--- config.mk ---
export PLATFORM = sky130hd
export DESIGN_NAME = sw_debounce_bank
export DESIGN_NICKNAME = d
export VERILOG_FILES = /design/src/rtl/sw_debounce_pkg.sv /design/src/rtl/sw_debounce_ch.sv /design/src/rtl/sw_debounce_bank.sv
export SDC_FILE = /design/constraint.sdc
export NUM_CORES = 1
export LEC_CHECK = 0
export CAP_MARGIN = 20
export CORE_MARGIN = 3
export CORE_UTILIZATION = 66
export DETAILED_ROUTE_END_ITERATION = 8
export PLACE_DENSITY = 0.86
export SLEW_MARGIN = 20
export SYNTH_ARGS = -nofsm -noshare
export SYNTH_HDL_FRONTEND = slang
export SYNTH_HIERARCHICAL = 1
export SYNTH_SLANG_ARGS = --single-unit
--- constraint.sdc ---
create_clock -name clk -period 4.6 [get_ports clk]
set_clock_uncertainty 0.05 [all_clocks]
set_input_delay 0.92 -clock clk [delete_from_list [all_inputs] [get_ports clk]]
set_output_delay 0.92 -clock clk [all_outputs]
set_load 0.01 [all_outputs]
--- src/rtl/sw_debounce_pkg.sv ---
// rtl/sw_debounce_pkg.sv - shared constants, FSM encodings and width helper for the switch debouncer
package sw_debounce_pkg;

  localparam int DEF_TICK_DIV     = 1000;
  localparam int DEF_STABLE_TICKS = 10000;
  localparam int DEF_SYNC_STAGES  = 2;

  localparam logic ST_STABLE  = 1'b0;
  localparam logic ST_PENDING = 1'b1;

  // Counter width for values 0..v-1, never narrower than one bit.
  function automatic int clog2_min1(input int v);
    return (v <= 2) ? 1 : $clog2(v);
  endfunction

endpackage

--- src/rtl/sw_debounce_ch.sv ---
// rtl/sw_debounce_ch.sv - one switch channel: synchroniser, debounce FSM, edge pulses, optional toggle (SW_DEBOUNCE_TOGGLE_EN)
module debounce_ch
  import sw_debounce_pkg::*;
#(
  parameter int SYNC_STAGES  = DEF_SYNC_STAGES,
  parameter int STABLE_TICKS = DEF_STABLE_TICKS
) (
  input  logic clk,
  input  logic rst,
  input  logic tick_i,
  input  logic sw_i,
  output logic level_o,
  output logic rise_o,
  output logic fall_o,
  output logic toggle_o
);

  localparam int             CW   = clog2_min1(STABLE_TICKS + 1);
  localparam logic [CW-1:0]  CMAX = CW'(STABLE_TICKS - 1);

  logic [SYNC_STAGES-1:0] sync_q;
  logic                   sw_sync;
  logic                   state;
  logic [CW-1:0]          cnt_q, cnt_d;
  logic                   level_q, level_d;
  logic                   rise_q, rise_d;
  logic                   fall_q, fall_d;

  assign sw_sync = sync_q[SYNC_STAGES-1];

  // The channel is pending whenever the synchronised input disagrees with the committed level;
  // this lets a change count a tick in the very cycle it becomes visible.
  assign state = (sw_sync != level_q) ? ST_PENDING : ST_STABLE;

  // Shift the raw pin through the synchroniser chain.
  always_ff @(posedge clk or posedge rst) begin
    if (rst) sync_q <= '0;
    else     sync_q <= {sync_q[SYNC_STAGES-2:0], sw_i};
  end

  // Debounce decision: count ticks while pending, commit after STABLE_TICKS of them.
  always_comb begin
    cnt_d   = cnt_q;
    level_d = level_q;
    rise_d  = 1'b0;
    fall_d  = 1'b0;
    case (state)
      ST_STABLE: cnt_d = '0;
      default: begin
        if (tick_i) begin
          if (cnt_q == CMAX) begin
            cnt_d   = '0;
            level_d = sw_sync;
            rise_d  = sw_sync;
            fall_d  = ~sw_sync;
          end else begin
            cnt_d = cnt_q + CW'(1);
          end
        end
      end
    endcase
  end

  // Register level, counter and edge pulses so the pulses line up with the level edge.
  always_ff @(posedge clk or posedge rst) begin
    if (rst) begin
      cnt_q   <= '0;
      level_q <= 1'b0;
      rise_q  <= 1'b0;
      fall_q  <= 1'b0;
    end else begin
      cnt_q   <= cnt_d;
      level_q <= level_d;
      rise_q  <= rise_d;
      fall_q  <= fall_d;
    end
  end

  assign level_o = level_q;
  assign rise_o  = rise_q;
  assign fall_o  = fall_q;

`ifdef SW_DEBOUNCE_TOGGLE_EN
  logic toggle_q;

  // Flip the toggle state on every rising-edge pulse.
  always_ff @(posedge clk or posedge rst) begin
    if (rst) toggle_q <= 1'b0;
    else     toggle_q <= toggle_q ^ rise_q;
  end

  assign toggle_o = toggle_q;
`else
  assign toggle_o = 1'b0;
`endif

endmodule

--- src/rtl/sw_debounce_bank.sv ---
// rtl/sw_debounce_bank.sv - N-channel switch debouncer with shared tick prescaler (toggle outputs under SW_DEBOUNCE_TOGGLE_EN)
module sw_debounce_bank
  import sw_debounce_pkg::*;
#(
  parameter int N_CH         = 16,
  parameter int SYNC_STAGES  = DEF_SYNC_STAGES,
  parameter int TICK_DIV     = DEF_TICK_DIV,
  parameter int STABLE_TICKS = DEF_STABLE_TICKS
) (
  input  logic            clk,
  input  logic            rst,
  input  logic [N_CH-1:0] sw_in,
  output logic [N_CH-1:0] sw_level,
  output logic [N_CH-1:0] sw_rise,
  output logic [N_CH-1:0] sw_fall,
  output logic [N_CH-1:0] sw_toggle,
  output logic            tick
);

  localparam int            PW   = clog2_min1(TICK_DIV);
  localparam logic [PW-1:0] PMAX = PW'(TICK_DIV - 1);

  logic [PW-1:0] pcnt_q, pcnt_d;

  // Prescaler wraps after TICK_DIV cycles; tick marks the last cycle of each period.
  always_comb begin
    pcnt_d = (pcnt_q == PMAX) ? '0 : pcnt_q + PW'(1);
  end

  // Prescaler count register.
  always_ff @(posedge clk or posedge rst) begin
    if (rst) pcnt_q <= '0;
    else     pcnt_q <= pcnt_d;
  end

  assign tick = (pcnt_q == PMAX);

  for (genvar i = 0; i < N_CH; i++) begin : g_ch
    debounce_ch #(
      .SYNC_STAGES (SYNC_STAGES),
      .STABLE_TICKS(STABLE_TICKS)
    ) u_ch (
      .clk     (clk),
      .rst     (rst),
      .tick_i  (tick),
      .sw_i    (sw_in[i]),
      .level_o (sw_level[i]),
      .rise_o  (sw_rise[i]),
      .fall_o  (sw_fall[i]),
      .toggle_o(sw_toggle[i])
    );
  end

endmodule

==> results of run 1 <==
==> layer usage <==
| metal | global-route usage | vias up | routed length (µm) |
|---|---|---|---|
| met5 | 0 | - | 0 |
| met4 | 0.0666 | 0 | 675 |
| met3 | 0.0339 | 68 | 2000 |
| met2 | 0.410 | 481 | 19100 |
| met1 | 0.366 | 7434 | 17500 |
| li1 | - | 6981 | - |
==> where the power goes <==
part	total (W)	leakage [nW]	switching (W)	internal [W]
clock network	0.00288	0.599	0.00110	0.00178
logic	0.000137	2.96	0.000108	0.0000290
registers	0.00279	4.30	0.0000116	0.00278
==> how the worst max path moves through the flow <==
stage	start	to
finish	pcnt_q[0]	tick
global route	pcnt_q[0]	tick
CTS	pcnt_q[0]	tick
detailed placement	pcnt_q[0]	tick
global placement	pcnt_q[0]	tick
floorplan	pcnt_q[0]	g_ch[1].u_ch/cnt_q[9]
==> flip-flops by register name, indices dropped and copies added (netlist names) <==
name               flops
g_ch.u_ch/cnt_q      224
g_ch.u_ch/sync_q      32
g_ch.u_ch/fall_o      16
g_ch.u_ch/level_o     16
g_ch.u_ch/rise_o      16
pcnt_q                10
==> through the flow <==
stage	total power [W]	utilization	cell area (µm²)	hold WS [ps]
finish	0.00581	0.731	19900	296
global route	0.00600	0.731	19900	304
CTS	0.00587	0.731	19900	297
detailed placement	0.00298	0.686	18700	285
global placement	0.00297	0.686	18700	282
floorplan	0.00294	-	18500	281
==> cell families (layout without fill, tap and decap cells) <==
kind of cell	Yosys count	in the layout	synth area share
DFF	314	314	0.424
adders and majority gates	33	33	0.0223
and+or+nand+nor	777	777	0.279
other	16	16	0.00324
AOI/OAI and AO/OA	417	417	0.170
buffers and inverters	195	212	0.0679
muxes	17	17	0.00926
xor gates and xnor gates	37	37	0.0236
==> cell type report <==
| type | instances | area (µm²) |
|---|---|---|
| repair buffers | 67 | 668 |
| clock inverters | 10 | 125 |
| well taps | 372 | 465 |
| inverters | 82 | 308 |
| fillers | 1925 | 7340 |
| clock buffers | 53 | 1080 |
| flip-flops and latches | 314 | 7860 |
| multi-input cells | 1297 | 9410 |
==> cell usage in the layout, fill, tap and decap left out, types with 31 or more instances in the layout <==
cell,instances
and4_1,31
nand3_1,188
a31oi_1,241
ha_1,33
a41oi_2,45
nor2_1,85
dfrtp_1,314
inv_1,82
nand2b_1,32
clkbuf_16,37
nand2_1,38
clkdlybuf4s50_1,66
nand4_1,111
nor3_1,51
==> worst reg2reg max path: stages (launching register included) <==
cell and delay [ps]:
dfrtp_1 410, ha_1 220, nand2_1 110, nor4_2 320
and2_4 540, buf_4 550, nor2b_4 570, a41oi_1 210
a31oi_1 190
==> results.cfg, run 1 <==
[outcome]
status = finished, final reports clean

[layout]
final_layout_size_suffix_gt1_frac = 0.143
fin_nets = 1849
finalNonFillerCells = 2195
diodes = 0
synthToLayoutAreaGrowth_pct = 7.49

[clock_tree]
clockRootBuffer = clkbuf_16
ctsResizeCount = 0
cts_hold_buf = 0
cts.clk_slew.worst_paths_ps = 60
post_cts_buffers = 0
cts.sinks = 314
cts_buffers = 36
cts_buffer_depth = 3
cts.htree.levels = 2
clock_latency_ps = 510
tritoncts = built

[logic_synthesis]
synth_flop_cell = dfrtp_1
syn_inst = 1806
synth_top_cell_area_share = 0.424
synth-edff-count = 0
synthArstFlopShare = 1.00
syn_area_mm2 = 0.0185
synth_common_cells = 314 x dfrtp_1, 241 x a31oi_1, 188 x nand3_1, 111 x nand4_1, 85 x nor2_1
synth_area_leaders = dfrtp_1 42%, a31oi_1 8.1%, nand3_1 5.1%, a41oi_2 4.0%, nand4_1 3.7%
post-synth-top-count-cell = dfrtp_1
syn_nets = 1857
synth_top_area_cell = dfrtp_1
ys_types = 61
ys_ff_latch = 314
synth_area_per_cell_um2 = 10.3
yosysSeqAreaShare = 0.424
yosysWarnings = 6

[worst_setup_path]
max_stage_delay_ps = 720
critPathCaptureType = output port
crit_required_ps = 3630
cp_slowest_cell = clkdlybuf4s50_1
path_cells = ha_1, nand2_1, nor4_2, and2_4, clkdlybuf4s50_1
rrSetupSlack_ps = 1330
cp.depth = 5
arrival_ps = 2830
cp_max_fo = 42
criticalPathCategory = flop to output port
reg2reg_to = g_ch[8].u_ch/cnt_q[9]
cpLargestDelayFamily = simple AND/OR/NAND/NOR gates
critPathBufInv = 1
rr_worst_depth = 8
timing.rr.start = pcnt_q[0]
setup.worst_path.start_class = flop

[route]
routed_via_density = 6.82
drt-initial-drc-count = 1386
wl_um = 39300
drc_errors = 0
wl_per_cell_um = 17.9
ant_nets = 0
drt_first_pass_iters = 6
num_vias = 14964

[sta]
setup_viol = 0
max_freq_mhz = 263
hold_viol = 0
fin_ws_ps = 801
relSlewSlack = 0.270
final.setup.tns_ps = 0
maxSlewViolCount = 0
max_slew.worst_pin.slew_ps = 1090
fin_crit_sh = 0.826
period_needed_ps = 3800
rsz0062_at_grt = no

[floorplanning]
row_count = 60
dieHeight_um = 174
fp.dieArea_mm2 = 0.0301
initial_utilization = 0.680
coreArea_mm2 = 0.0273
die_w_um = 174
io_pins = 83

[power_and_ir_drop]
power_leakage_nw = 7.86
cellPowerDensity_mw_per_mm2 = 292
vdd_drop_max_mv = 0.311

[place]
hpwlAfterDp_um = 24800
dpl_worst_slack_ps = 1340
port-buffer-count = 66
dp_cells = 2132
routabilityCongestion = 0.877

[min_path]
hp-start = g_ch[7].u_ch/sync_q[0]
hp-class = flop to flop
min_to = g_ch[7].u_ch/sync_q[1]
hold_depth = 0

[global_route]
grt_start_max_net_pins = 47
grt_util_all_layers = 0.254
grt_pass1_wl_um = 67500
grt_overflow = 0
grt_pass1_vias = 14000
antenna_found_initial = 0

[run]
maxCapViolations = 0
Power figures use the tool's default switching activity.
==> inputs of run 2 (changes only) <==
--- a/config.mk
+++ b/config.mk
@@ -7,9 +7,9 @@
 export LEC_CHECK = 0
 export CAP_MARGIN = 20
 export CORE_MARGIN = 3
-export CORE_UTILIZATION = 66
+export CORE_UTILIZATION = 62
 export DETAILED_ROUTE_END_ITERATION = 8
-export PLACE_DENSITY = 0.86
+export PLACE_DENSITY = 0.81
 export SLEW_MARGIN = 20
 export SYNTH_ARGS = -nofsm -noshare
 export SYNTH_HDL_FRONTEND = slang
==> constraint.sdc (replaced) <==
create_clock -name clk -period 3.85 [get_ports clk]
set_clock_uncertainty 0.05 [all_clocks]
set_input_delay 0.77 -clock clk [delete_from_list [all_inputs] [get_ports clk]]
set_output_delay 0.77 -clock clk [all_outputs]
set_load 0.01 [all_outputs]
==> run 2 against run 1 <==
Global-route usage fell by 1.2 points. Die area is 6.2% higher. Flip-flop and latch count did not move. Critical path type unchanged. Largest cell class unchanged. Highest routed layer unchanged.
==> results.cfg, run 2 (same netlist as run 1, synthesis figures left out) <==
[outcome]
status = finished, final reports clean

[route]
drt_first_pass_iters = 5
drc_errors = 0
wl_per_cell_um = 17.2
num_vias = 14752
routed_via_density = 6.64
wl_um = 38200
ant_nets = 0
drt-initial-drc-count = 1136

[layout]
largest_register_ffs = 224
diodes = 0
multiInputGateArea_mm2 = 0.00941
fin_nets = 1864
final_common_cell = dfrtp_1
reg_top3 = g_ch.u_ch/cnt_q x224, g_ch.u_ch/sync_q x32
largest_register = g_ch.u_ch/cnt_q
fill_cells = 2185
final_cell_mix = 314 x dfrtp_1, 241 x a31oi_1, 188 x nand3_1, 111 x nand4_1, 85 x nor2_1
fin_util = 0.689
register_area_mm2 = 0.00786
final_layout_size_suffix_gt1_frac = 0.149
synthToLayoutAreaGrowth_pct = 8.17

[worst_setup_path]
critPathLaunch = pcnt_q[0]
rr_worst_depth = 8
path_cells = ha_1, nand2_1, nor4_2, and2_4, clkdlybuf4s50_1
cp.depth = 5
crit_required_ps = 3030
max_stage_delay_ps = 640
criticalPathCategory = flop to output port
arrival_ps = 2470
cpLargestDelayFamily = simple AND/OR/NAND/NOR gates
critPathCaptureType = output port
cp_max_fo = 13
critPathBufInv = 1
timing.rr.start = pcnt_q[0]
setup.worst_path.start_class = flop
cp_slowest_cell = clkdlybuf4s50_1

[min_path]
hp-start = g_ch[2].u_ch/sync_q[0]
hold_depth = 0
hp-class = flop to flop

[floorplanning]
coreArea_mm2 = 0.0291
fp.dieArea_mm2 = 0.0320
row_count = 62
dieHeight_um = 179
io_pins = 83
initial_utilization = 0.637
die_w_um = 179

[global_route]
grt_util_all_layers = 0.243
grt_start_max_net_pins = 47
grt_pass1_vias = 13954
antenna_found_initial = 0
grt_pass1_wl_um = 66700
grt_overflow = 0

[sta]
relSlewSlack = 0.348
setup_viol = 0
hold_viol = 0
fin_crit_sh = 0.855
period_needed_ps = 3290
max_slew.worst_pin.slew_ps = 971
max_freq_mhz = 304
final.setup.tns_ps = 0
rsz0062_at_grt = no
hold_ws_ps = 298
maxSlewViolCount = 0

[power_and_ir_drop]
power_leakage_nw = 7.93
vdd_drop_max_mv = 0.353
cellPowerDensity_mw_per_mm2 = 346

[run]
maxCapViolations = 0

[place]
port-buffer-count = 66
routabilityCongestion = 0.874
hpwlAfterDp_um = 24900

[clock_tree]
tritoncts = built
clockRootBuffer = clkbuf_16
cts_hold_buf = 0
ctsResizeCount = 0
cts.clk_slew.worst_paths_ps = 60
post_cts_buffers = 0
cts.sinks = 314
cts_buffer_depth = 3
clock_latency_ps = 510
cts_buffers = 36
cts.htree.levels = 2
[run 2: changes by cell type in the layout (fill, tap and decap cells not counted)]
cell | before | now
buf_4 | 1 | 16
inv_6 | 0 | 1
clkinv_2 | 7 | 4
clkbuf_1 | 7 | 8
[run 2: metal layers]
layer	vias up	global-route usage	part of all wire	wire length, µm
met5	-	0	0	0
met4	0	0.0623	0.017	650
met3	63	0.0392	0.051	1950
met2	420	0.392	0.48	18300
met1	7241	0.343	0.45	17300
li1	7028	-	-	-
[run 2: report_power, final]
part	internal, W	switching, W
combinational	0.0000442	0.000131
sequential	0.00332	0.0000129
clock	0.00213	0.00129
[run 2: worst paths after layout]
check | end | slack, ps
min reg2reg | g_ch[2].u_ch/sync_q[1] | 300
min in group asynchronous | g_ch[0].u_ch/sync_q[0] | 1210
max | tick | 560
max reg2reg | g_ch[14].u_ch/cnt_q[6] | 980
min | g_ch[2].u_ch/sync_q[1] | 300
max in group asynchronous | g_ch[12].u_ch/sync_q[0] | 1780
[run 2: worst register-to-register path: stages (launching register included)]
cell and delay [ps]:
dfrtp_1 410, ha_1 220, nand2_1 110, nor4_2 300
and2_4 290, buf_4 440, nor2b_4 580, o211ai_1 180
a31oi_1 210
[run 2: stage by stage]
stage	worst slack (ps)	std cells	total power, W	instance area (µm²)
final	560	2221	0.00693	20000
after global routing	335	2221	0.00718	20000
after CTS	516	2221	0.00704	20000
after detailed placement	971	2159	0.00357	18800
after global placement	1100	2159	0.00357	18800
after floorplan	1010	1806	0.00352	18500
[run 2: layout make-up]
class                   count  area share
clock buffers              54      0.0539
clock inverters             8     0.00593
inverters                  82      0.0154
multi-input cells        1297       0.470
flip-flops and latches    314       0.392
well taps                 384      0.0240
repair buffers             82      0.0390
